===== src/rtl/ov7670_config_sequencer.sv =====
// OV7670 configuration sequencer: walks the config ROM from address 0 and issues one SCCB write per entry,
// with FFF0 = settle delay and FFFF = end. Optional write timeout under OV7670_CFG_TIMEOUT_EN.
module ov7670_config_sequencer #(
  parameter int DELAY_CYCLES = 500000
`ifdef OV7670_CFG_TIMEOUT_EN
  , parameter int TIMEOUT_CYCLES = 65535
`endif
) (
  input  logic        clk,
  input  logic        rst_n,
  input  logic        start,
  output logic [7:0]  rom_addr,
  input  logic [15:0] rom_data,
  output logic [7:0]  sccb_addr,
  output logic [7:0]  sccb_data,
  output logic        sccb_start,
  input  logic        sccb_ready,
  output logic        busy,
  output logic        done,
  output logic        error
);

  localparam int DLY_W = (DELAY_CYCLES > 1) ? $clog2(DELAY_CYCLES) : 1;

  typedef enum logic [2:0] {
    ST_IDLE     = 3'd0,
    ST_FETCH    = 3'd1,
    ST_DECODE   = 3'd2,
    ST_SEND     = 3'd3,
    ST_WAIT_ACK = 3'd4,
    ST_DELAY    = 3'd5,
    ST_NEXT     = 3'd6,
    ST_DONE     = 3'd7
  } state_t;

  state_t            state_r, state_nxt_s;
  logic [7:0]        rom_addr_r, rom_addr_nxt_s;
  logic [7:0]        sccb_addr_r, sccb_addr_nxt_s;
  logic [7:0]        sccb_data_r, sccb_data_nxt_s;
  logic              sccb_start_r, sccb_start_nxt_s;
  logic              busy_r, busy_nxt_s;
  logic              done_r, done_nxt_s;
  logic [DLY_W-1:0]  dly_cnt_r, dly_cnt_nxt_s;

`ifdef OV7670_CFG_TIMEOUT_EN
  localparam int TMO_W = $clog2(TIMEOUT_CYCLES + 1);
  logic [TMO_W-1:0]  tmo_cnt_r, tmo_cnt_nxt_s;
  logic              error_r, error_nxt_s;
  logic              waiting_s;
`endif

  // Next-state and next-output logic for the sequencer FSM.
  always_comb begin
    state_nxt_s      = state_r;
    rom_addr_nxt_s   = rom_addr_r;
    sccb_addr_nxt_s  = sccb_addr_r;
    sccb_data_nxt_s  = sccb_data_r;
    sccb_start_nxt_s = 1'b0;
    busy_nxt_s       = busy_r;
    done_nxt_s       = done_r;
    dly_cnt_nxt_s    = dly_cnt_r;
`ifdef OV7670_CFG_TIMEOUT_EN
    tmo_cnt_nxt_s    = tmo_cnt_r;
    error_nxt_s      = error_r;
    waiting_s        = 1'b0;
`endif
    case (state_r)
      ST_IDLE, ST_DONE: begin
        if (start) begin
          rom_addr_nxt_s = 8'd0;
          busy_nxt_s     = 1'b1;
          done_nxt_s     = 1'b0;
`ifdef OV7670_CFG_TIMEOUT_EN
          error_nxt_s    = 1'b0;
`endif
          state_nxt_s    = ST_FETCH;
        end else begin
          state_nxt_s    = state_r;
        end
      end
      ST_FETCH: begin
        state_nxt_s = ST_DECODE;
      end
      ST_DECODE: begin
        if (rom_data == 16'hFFFF) begin
          busy_nxt_s  = 1'b0;
          done_nxt_s  = 1'b1;
          state_nxt_s = ST_DONE;
        end else if (rom_data == 16'hFFF0) begin
          dly_cnt_nxt_s = DLY_W'(DELAY_CYCLES - 1);
          state_nxt_s   = ST_DELAY;
        end else begin
          sccb_addr_nxt_s = rom_data[15:8];
          sccb_data_nxt_s = rom_data[7:0];
`ifdef OV7670_CFG_TIMEOUT_EN
          tmo_cnt_nxt_s   = {TMO_W{1'b0}};
`endif
          state_nxt_s     = ST_SEND;
        end
      end
      ST_SEND: begin
        if (sccb_ready) begin
          sccb_start_nxt_s = 1'b1;
          state_nxt_s      = ST_WAIT_ACK;
        end else begin
`ifdef OV7670_CFG_TIMEOUT_EN
          waiting_s        = 1'b1;
`endif
          state_nxt_s      = ST_SEND;
        end
      end
      ST_WAIT_ACK: begin
        // sccb_start_r is high exactly in the first WAIT_ACK cycle, while the master still shows ready.
        if (!sccb_start_r && sccb_ready) begin
          state_nxt_s = ST_NEXT;
        end else begin
`ifdef OV7670_CFG_TIMEOUT_EN
          waiting_s   = 1'b1;
`endif
          state_nxt_s = ST_WAIT_ACK;
        end
      end
      ST_DELAY: begin
        if (dly_cnt_r == {DLY_W{1'b0}}) begin
          state_nxt_s = ST_NEXT;
        end else begin
          dly_cnt_nxt_s = dly_cnt_r - {{(DLY_W-1){1'b0}}, 1'b1};
        end
      end
      ST_NEXT: begin
        if (rom_addr_r == 8'd255) begin
          busy_nxt_s  = 1'b0;
          done_nxt_s  = 1'b1;
          state_nxt_s = ST_DONE;
        end else begin
          rom_addr_nxt_s = rom_addr_r + 8'd1;
          state_nxt_s    = ST_FETCH;
        end
      end
      default: begin
        busy_nxt_s  = 1'b0;
        state_nxt_s = ST_IDLE;
      end
    endcase
`ifdef OV7670_CFG_TIMEOUT_EN
    // SEND and WAIT_ACK share one budget; exhausting it ends the sequence with error.
    if (waiting_s) begin
      if (tmo_cnt_r == TMO_W'(TIMEOUT_CYCLES - 1)) begin
        error_nxt_s = 1'b1;
        done_nxt_s  = 1'b1;
        busy_nxt_s  = 1'b0;
        state_nxt_s = ST_DONE;
      end else begin
        tmo_cnt_nxt_s = tmo_cnt_r + {{(TMO_W-1){1'b0}}, 1'b1};
      end
    end else begin
      tmo_cnt_nxt_s = tmo_cnt_nxt_s;
    end
`endif
  end

  // State and registered-output flops.
  always_ff @(posedge clk or negedge rst_n) begin
    if (!rst_n) begin
      state_r      <= ST_IDLE;
      rom_addr_r   <= 8'd0;
      sccb_addr_r  <= 8'd0;
      sccb_data_r  <= 8'd0;
      sccb_start_r <= 1'b0;
      busy_r       <= 1'b0;
      done_r       <= 1'b0;
      dly_cnt_r    <= {DLY_W{1'b0}};
`ifdef OV7670_CFG_TIMEOUT_EN
      tmo_cnt_r    <= {TMO_W{1'b0}};
      error_r      <= 1'b0;
`endif
    end else begin
      state_r      <= state_nxt_s;
      rom_addr_r   <= rom_addr_nxt_s;
      sccb_addr_r  <= sccb_addr_nxt_s;
      sccb_data_r  <= sccb_data_nxt_s;
      sccb_start_r <= sccb_start_nxt_s;
      busy_r       <= busy_nxt_s;
      done_r       <= done_nxt_s;
      dly_cnt_r    <= dly_cnt_nxt_s;
`ifdef OV7670_CFG_TIMEOUT_EN
      tmo_cnt_r    <= tmo_cnt_nxt_s;
      error_r      <= error_nxt_s;
`endif
    end
  end

  assign rom_addr   = rom_addr_r;
  assign sccb_addr  = sccb_addr_r;
  assign sccb_data  = sccb_data_r;
  assign sccb_start = sccb_start_r;
  assign busy       = busy_r;
  assign done       = done_r;
`ifdef OV7670_CFG_TIMEOUT_EN
  assign error      = error_r;
`else
  assign error      = 1'b0;
`endif

endmodule


===== config.mk =====
export PLATFORM = sky130hd
export DESIGN_NAME = ov7670_config_sequencer
export DESIGN_NICKNAME = d
export VERILOG_FILES = /design/src/rtl/ov7670_config_sequencer.sv
export SDC_FILE = /design/constraint.sdc
export NUM_CORES = 1
export LEC_CHECK = 0
export ABC_AREA = 1
export CELL_PAD_IN_SITES_DETAIL_PLACEMENT = 1
export CELL_PAD_IN_SITES_GLOBAL_PLACEMENT = 2
export CORE_ASPECT_RATIO = 1.1
export CORE_MARGIN = 2
export CORE_UTILIZATION = 27
export CTS_CLUSTER_DIAMETER = 30
export DETAILED_ROUTE_END_ITERATION = 10
export GPL_ROUTABILITY_DRIVEN = 0
export HOLD_SLACK_MARGIN = 0.08
export PLACE_DENSITY_LB_ADDON = 0.1
export SYNTH_ARGS = -nofsm -noshare
export SYNTH_HDL_FRONTEND = slang
export SYNTH_SLANG_ARGS = --single-unit

===== constraint.sdc =====
create_clock -name clk -period 1.58 [get_ports clk]
set_input_delay 0.474 -clock clk [delete_from_list [all_inputs] [get_ports clk]]
set_output_delay 0.474 -clock clk [all_outputs]
set_load 0.05 [all_outputs]

# Word-level counts from Yosys, hierarchy flattened
# Index checks and enable logic that the tools add are counted.
[op_classes]
n_addsub = 2
n_eq_ne = 18
mux = 25
n_bitwise = 2
reduce_logical = 13
[ops]
columns = ["operator", "n"]
rows = [
  ["2-to-1 mux 19 bit", 3],
  ["case mux 19 bit (2 select lines)", 1],
  ["equality test 16 bit, second input constant", 2],
  ["case mux 3 bit (7 select lines)", 1],
  ["zero test 19 bit", 1],
  ["subtractor 19 x 1 -> 19 bit, second input constant", 1],
  ["2-to-1 mux 3 bit", 6],
  ["2-to-1 mux 8 bit", 2],
  ["inequality test 2 bit, second input constant", 8],
  ["case mux 8 bit (2 select lines)", 1],
  ["equality test 3 bit, second input constant", 4],
  ["adder 8 x 1 -> 8 bit, second input constant", 1],
  ["equality test 8 bit, second input constant", 1],
  ["2-to-1 mux 1 bit", 8],
  ["AND reduction 4 bit", 2],
  ["equality test 3 x 2 -> 1 bit, second input constant", 2],
  ["case mux 1 bit (3 select lines)", 2],
  ["AND reduction 3 bit", 2],
  ["nonzero test 2 bit", 2],
  ["equality test 3 x 1 -> 1 bit, second input constant", 1],
  ["zero test 3 bit", 1],
  ["nonzero test 3 bit", 1],
  ["2-to-1 mux 2 bit", 1],
  ["inverter 1 bit", 2],
  ["4 further kinds", 4],
]
[totals]
reg_bits = 49
input_bits = 20
out_inout_bits = 28
word_cells = 68

# Depth between registers and ports, before layout
# Gate-level depths: netlist (run 1).
[logic_depth]
word_depth = 4
mapped_depth = 11
ltp_nobuf = 10

# Worst setup path after synthesis (run 1)
# Ideal clock, no wire load.
[synth_timing]
kind = "register to register"
from = "register rom_addr_r[0], in the netlist rom_addr[0]"
to = "register rom_addr_r[0], in the netlist rom_addr[0]"
setup_time_ps = 80
t_arrival_ps = 1712
t_required_ps = 1500
slack_ps = -213
path_stages_with_launch = 10
path_buffers = 0
synth_period_minus_slack_ps = 1793
cell_sequence = "dfrtp_1 -> ha_1 -> nand2_1 -> nor2_1 -> nand2_1 -> nor2_1 -> nor2_2 -> inv_2 -> nand2_1 -> o21ai_1"
[synth_via]
elab_chain_len = 3
word_cells_on_any_way = 6
classes_between = "add/sub (1); eq/ne (2); mux (2); reduce/logical (1)"
[synth_lines]
columns = ["element", "line", "source"]
rows = [
  ["start, declared", "37", "logic [7:0] rom_addr_r, rom_addr_nxt_s;"],
  ["start signal, assigned", "179", "rom_addr_r <= rom_addr_nxt_s;"],
  ["adder 8 x 1 -> 8 bit / equality test 8 bit (equally long branches)", "136, 131", ""],
  ["2-to-1 mux 8 bit / inequality test 2 bit (equally long branches)", "n/a", ""],
  ["case mux 8 bit (2 select lines) / AND reduction 3 bit (equally long branches)", "n/a", ""],
]
# Several ways; a longest one is shown, not always the timed one. The select of a mux whose other input is x is not followed.
# A chain may end at the register's enable or synchronous reset.

# Worst setup path in the final report (run 1)
[layout_timing]
from = "register dly_cnt_r[0]"
to = "register dly_cnt_r[4]"
[layout_via]
elab_chain_len = 3
word_cells_on_any_way = 6
classes_between = "add/sub (1); eq/ne (1); mux (2); reduce/logical (2)"
[layout_lines]
columns = ["element", "line", "source"]
rows = [
  ["start, declared", "43", "logic [DLY_W-1:0] dly_cnt_r, dly_cnt_nxt_s;"],
  ["start signal, assigned", "172", "dly_cnt_r <= {DLY_W{1'b0}};"],
  ["start signal, assigned", "185", "dly_cnt_r <= dly_cnt_nxt_s;"],
  ["subtractor 19 x 1 -> 19 bit / zero test 19 bit (equally long branches)", "127, 124", ""],
  ["2-to-1 mux 19 bit / inequality test 2 bit (equally long branches)", "n/a", ""],
  ["case mux 19 bit (2 select lines) / AND reduction 4 bit (equally long branches)", "n/a", ""],
]
# Several ways; a longest one is shown, not always the timed one. The select of a mux whose other input is x is not followed.

==> metrics.txt, run 1 <==
clock root buffer clkbuf_16; WS Path Type reg -> reg; Vias per Instance 4.540; share of cells above drive strength 1 31.88%; # diodes 0; final setup fails 0; buffers added on ports 46; largest cells by area after synthesis dfrtp_1 (42%), nand2_1 (21%), nand3_1 (8.6%); Max Cap Viol 0; crit end category register; wirelength, routed 9096 um; std cell rows 39; number of fill cells 1320; grt met2 use 29.57%; hold crit path type in -> async; leakage 2.280 nW; final worst slack 0.09367 ns; DRC violation count after routing 0; GR Util met3 2.409%; antenna violation net count after detailed routing 0; Post-Syn Area 0.002907 sq mm; GR peak layer met2; Unique masters post-synth 34; core box area 0.01044 sq mm; Area Growth Syn to Fin 57.77%; die area 0.01161 sq mm; sequential-to-total area share from yosys stat 42.19%; clk sinks 49; combinational power share 61.0%; GRT overflow 0; flop2flop setup slack 0.09 ns; drt wl/cell 13.58 um; sequential cell area 0.001234 sq mm; clk buf depth 2; top-area cell type share of the netlist area 42.19%; Reg2Reg Launch Point dly_cnt_r[0]$_DFFE_PN0P_; Syn Nets 434; Clk pwr share 13.7%; Post-Route Utilization 43.91%; post-place setup slack -0.5082 ns; vias in the first global route 3333; Final Skew 0.002977 ns; fin area 0.004586 sq mm; Max Fclk 672.8 MHz; Fin. Hold Viols 0; Flop pwr share 25.2%; cell taking the most area after synthesis dfrtp_1; global-route met1 utilization 21.62%; cts bufs inserted 5; hold_buf cts 0; fin cells 670; gr usage total 16.92%; Final min period 1.486 ns; DP HPWL 6968 um; Starting Density 27.83%; Die X 102.9 um; I/O pins 48; Crit Path Max Fanout 4; critical path arrival 1.72 ns; VDD IR max 0.001095 V; Synth async-reset ratio 100.0%; PD cells 1870 mW/mm^2; antenna violations before repair 0; worst setup path endpoint dly_cnt_r[4]$_DFFE_PN0P_; Tcrit/Tclk final 94.07%; most common cell in the netlist nand2_1; first-pass GRT wire length 15600 um; drt first pass iters 4; Sum Neg Setup Slack 0 ns; P_sw 3.851 mW; worst reg2reg path depth 9; Post-Place Cells 654; Reg-to-Reg End dly_cnt_r[4]$_DFFE_PN0P_; via count 3042; Worst setup SP type register; clk_lat worst skew 0.29 ns; synthesis warning total 0; critical path required time 1.82 ns; switching portion of total power 44.90%; Final Slew Violations 0; internal power 4.725 mW; FF+latch count, synth 49; First DRT Iteration DRCs 46; Avg Synthesized Cell Area 7.055 sq um; placed cell area 0.004250 sq mm; status finished, final reports clean; largest net degree at the start of global routing 25; Die Y-Extent 112.8 um; Cells after Synth 412; fin nets 548; number of enable flip-flop cells after synthesis 0; unrepaired setup endpoints after global routing true; commonest cells in the netlist nand2_1 (161), nand3_1 (50), dfrtp_1 (49), nor2_1 (48), inv_1 (30); Clk pin slew, worst setup/hold paths 0.07 ns; H-tree levels 2; area of the multi-input gates 0.001587 sq mm; Top FF cell, synth dfrtp_1; CTS tree built; CP Launch Point dly_cnt_r[0]$_DFFE_PN0P_
-- final cells by class --
class | count | share of cell area, %
inverter | 37 | 3.056
multi-input combinational | 317 | 34.60
clock inverter | 1 | 0.1091
clock buffer | 7 | 3.329
timing repair buffer | 116 | 28.10
sequential | 49 | 26.90
tap | 143 | 3.902
-- registers in the layout, indices dropped and copies added, names as in the netlist --
register,flops
busy,1
dly_cnt_r,19
done,1
rom_addr,8
sccb_addr,8
sccb_data,8
sccb_start,1
state_r,3
-- layer usage --
layer | wire length [um] | share of wire [%]
met4 | 153 | 1.7
met1 | 4067 | 45
met2 | 4682 | 51
met3 | 194 | 2.1
met5 | 0 | 0
-- logic make-up after synthesis --
family                     Yosys count  share of synthesized area (%)
DFF                                 49                          42.19
other                                1                         0.1290
xor gates and xnor gates             7                          2.109
adders and majority gates            2                         0.8608
buffers and inverters               46                          7.447
AOI/OAI and AO/OA                   16                          3.530
and+or+nand+nor                    291                          43.74
-- repair_timing --
item                                    4_1_cts  5_1_grt
hold endpoints to repair                      0        0
gates resized for setup                      26       32
endpoints found under the setup margin       39       28
setup buffers                                 2        6
pin swaps                                    12        8
-- worst max-delay path, cell delays in order, from the launching register on --
cell and delay, ns:
dfrtp_1 0.39, inv_2 0.09, ha_4 0.15, nand2_4 0.07
buf_4 0.14, buf_4 0.12, or2_2 0.26, nand3_1 0.07
nand3_1 0.07, nand2_1 0.06
-- through the flow --
| step | hold slack, ns | power, mW |
|---|---|---|
| 2_1_floorplan | 0.1784 | 4.761 |
| 3_3_place_gp | 0.4285 | 7.139 |
| 3_5_place_dp | 0.4240 | 7.219 |
| 4_1_cts | 0.1081 | 8.528 |
| 5_1_grt | 0.1142 | 9.214 |
| 6_report | 0.09715 | 8.576 |
-- cell usage in the layout (no fill, tap or decap), drive strengths merged --
| master | synthesis | routed |
|---|---|---|
| nand2 | 171 | 171 |
| buf | 8 | 98 |
| nor2 | 54 | 54 |
| nand3 | 51 | 51 |
| dfrtp | 49 | 49 |
| inv | 36 | 36 |
| dlygate4sd2 | 0 | 16 |
| o21ai | 10 | 10 |
| clkbuf | 1 | 7 |
| nand4 | 6 | 6 |
| xnor2 | 4 | 4 |
| or2 | 4 | 4 |
| nor3 | 3 | 3 |
| xor2 | 3 | 3 |
| clkinv | 1 | 2 |
| o22ai | 2 | 2 |
| clkdlybuf4s50 | 0 | 2 |
| ha | 2 | 2 |
| a21oi | 1 | 1 |
| a21o | 1 | 1 |
| nor3b | 1 | 1 |
| o21a | 1 | 1 |
| nand3b | 1 | 1 |
| o32ai | 1 | 1 |
| conb | 1 | 1 |
-- power by group through the flow --
stage / clock network [mW] / logic (mW) / registers, mW
floorplan: 0 / 1.92 / 2.84
global placement: 0 / 5.00 / 2.14
detailed placement: 0 / 5.08 / 2.14
CTS: 1.22 / 5.17 / 2.14
global route: 1.25 / 5.74 / 2.23
finish: 1.18 / 5.23 / 2.17
-- how the worst min path moves through the flow --
stage | slack, ns | cells after the start | to
6_report | 0.1 | 1 | dly_cnt_r[4]$_DFFE_PN0P_
5_1_grt | 0.11 | 1 | dly_cnt_r[9]$_DFFE_PN0P_
4_1_cts | 0.11 | 1 | dly_cnt_r[12]$_DFFE_PN0P_
3_5_place_dp | 0.42 | 1 | dly_cnt_r[4]$_DFFE_PN0P_
3_3_place_gp | 0.43 | 1 | dly_cnt_r[4]$_DFFE_PN0P_
2_1_floorplan | 0.18 | 0 | busy$_DFFE_PN0P_
Power figures use the tool's default switching activity.
==> run 2, diff against run 1 <==
--- a/config.mk
+++ b/config.mk
@@ -15,7 +15,7 @@
 export DETAILED_ROUTE_END_ITERATION = 10
 export GPL_ROUTABILITY_DRIVEN = 0
 export HOLD_SLACK_MARGIN = 0.08
-export PLACE_DENSITY_LB_ADDON = 0.1
+export PLACE_DENSITY = 0.87
 export SYNTH_ARGS = -nofsm -noshare
 export SYNTH_HDL_FRONTEND = slang
 export SYNTH_SLANG_ARGS = --single-unit
==> metrics.txt, run 2 (same netlist as run 1, synthesis figures left out) <==
Post-Place Cells 646; area of the multi-input gates 0.001690 sq mm; Final Skew 0.003741 ns; final setup fails 0; first-pass GRT wire length 15570 um; Reg2Reg Launch Point dly_cnt_r[8]$_DFFE_PN0P_; number of fill cells 1291; clk sinks 49; via count 3031; Crit Path Max Fanout 6; drt first pass iters 4; Max Fclk 648.6 MHz; antenna violations before repair 0; final worst slack 0.03832 ns; fin nets 540; clk_lat worst skew 0.29 ns; crit end category register; critical path arrival 1.73 ns; unrepaired setup endpoints after global routing true; fin cells 662; wirelength, routed 9321 um; WS Path Type reg -> reg; I/O pins 48; share of cells above drive strength 1 32.76%; hold crit path type in -> async; leakage 2.265 nW; die area 0.01161 sq mm; std cell rows 39; Final min period 1.542 ns; gr usage total 16.90%; Area Growth Syn to Fin 59.32%; First DRT Iteration DRCs 59; Fin. Hold Viols 0; DRC violation count after routing 0; Max Cap Viol 0; most frequent cells in the layout nand2_1 (155), buf_4 (52), dfrtp_1 (46), nand3_1 (40); DP HPWL 6731 um; H-tree levels 2; # diodes 0; clock root buffer clkbuf_16; largest net degree at the start of global routing 50; Starting Density 27.83%; cts bufs inserted 5; CTS tree built; most common cell after layout, fill and taps aside nand2_1; Worst setup SP type register; Clk pin slew, worst setup/hold paths 0.07 ns; placed cell area 0.004178 sq mm; Tcrit/Tclk final 97.57%; fin area 0.004631 sq mm; Die Y-Extent 112.8 um; antenna violation net count after detailed routing 0; CP Launch Point dly_cnt_r[8]$_DFFE_PN0P_; Vias per Instance 4.579; Top reg by flops dly_cnt_r; post-place setup slack -0.4988 ns; drt wl/cell 14.08 um; GRT overflow 0; status finished, final reports clean; Largest register FFs 19; PD cells 1892 mW/mm^2; buffers added on ports 46; critical path required time 1.77 ns; hold_buf cts 0; vias in the first global route 3330; core box area 0.01044 sq mm; clk buf depth 2; VDD IR max 0.001232 V; sequential cell area 0.001230 sq mm; Die X 102.9 um; Final Slew Violations 0
run 2: area by class of cell:
| cell class | count | share of cell area (%) |
|---|---|---|
| multi-input combinational | 318 | 36.50 |
| sequential | 49 | 26.56 |
| timing repair buffer | 107 | 26.24 |
| tap | 143 | 3.864 |
| inverter | 37 | 3.026 |
| clock buffer | 6 | 2.999 |
| clock inverter | 2 | 0.8106 |
run 2: layer usage:
metal | GRT usage [%] | part of all wire [%]
met5 | 0 | 0
met4 | 4.649 | 1.3
met3 | 3.212 | 2.8
met2 | 30.39 | 54
met1 | 20.27 | 41
run 2: worst paths after layout:
check	end	slack (ns)	depth (start not counted)
setup / recovery	dly_cnt_r[5]$_DFFE_PN0P_	0.04	9
setup reg to reg	dly_cnt_r[5]$_DFFE_PN0P_	0.04	9
hold / removal	dly_cnt_r[11]$_DFFE_PN0P_	0.17	2
max in group asynchronous	rom_addr[1]$_DFFE_PN0P_	1.15	2
hold reg to reg	rom_addr[1]$_DFFE_PN0P_	0.53	2
min in group clk	rom_addr[1]$_DFFE_PN0P_	0.53	2
run 2: worst max-delay path, cell delays in order, from the launching register on:
cell     delay, ns
dfrtp_2       0.47
nor2_4        0.13
nand2_2       0.10
nor2_4        0.15
nand3_2       0.10
nand2_4       0.12
nand2_8       0.10
buf_12        0.15
nand3_2       0.06
nand2_1       0.05
run 2: where the power goes:
group | internal [mW] | switching (mW) | total, mW
logic | 2.26 | 3.00 | 5.25
clock network | 0.792 | 0.506 | 1.30
registers | 1.70 | 0.509 | 2.21
run 2: through the flow:
| step | TNS [ns] | util (%) | hold WS [ns] | total power [mW] |
|---|---|---|---|---|
| 4_1_cts | 0 | 42.38 | 0.1768 | 8.505 |
| 2_1_floorplan | 0 | - | 0.1784 | 4.761 |
| 3_5_place_dp | -18.01 | 40.01 | 0.4888 | 6.936 |
| 3_3_place_gp | -14.63 | 40.01 | 0.4874 | 6.789 |
| 5_1_grt | -0.5216 | 44.34 | 0.1949 | 9.334 |
| 6_report | 0 | 44.34 | 0.1741 | 8.763 |
run 2: what timing repair did:
item,4_1_cts,5_1_grt
gates resized for setup,35,42
pin swaps,14,30
cloned,1,0
buffers inserted,2,5
setup endpoints to repair,37,30
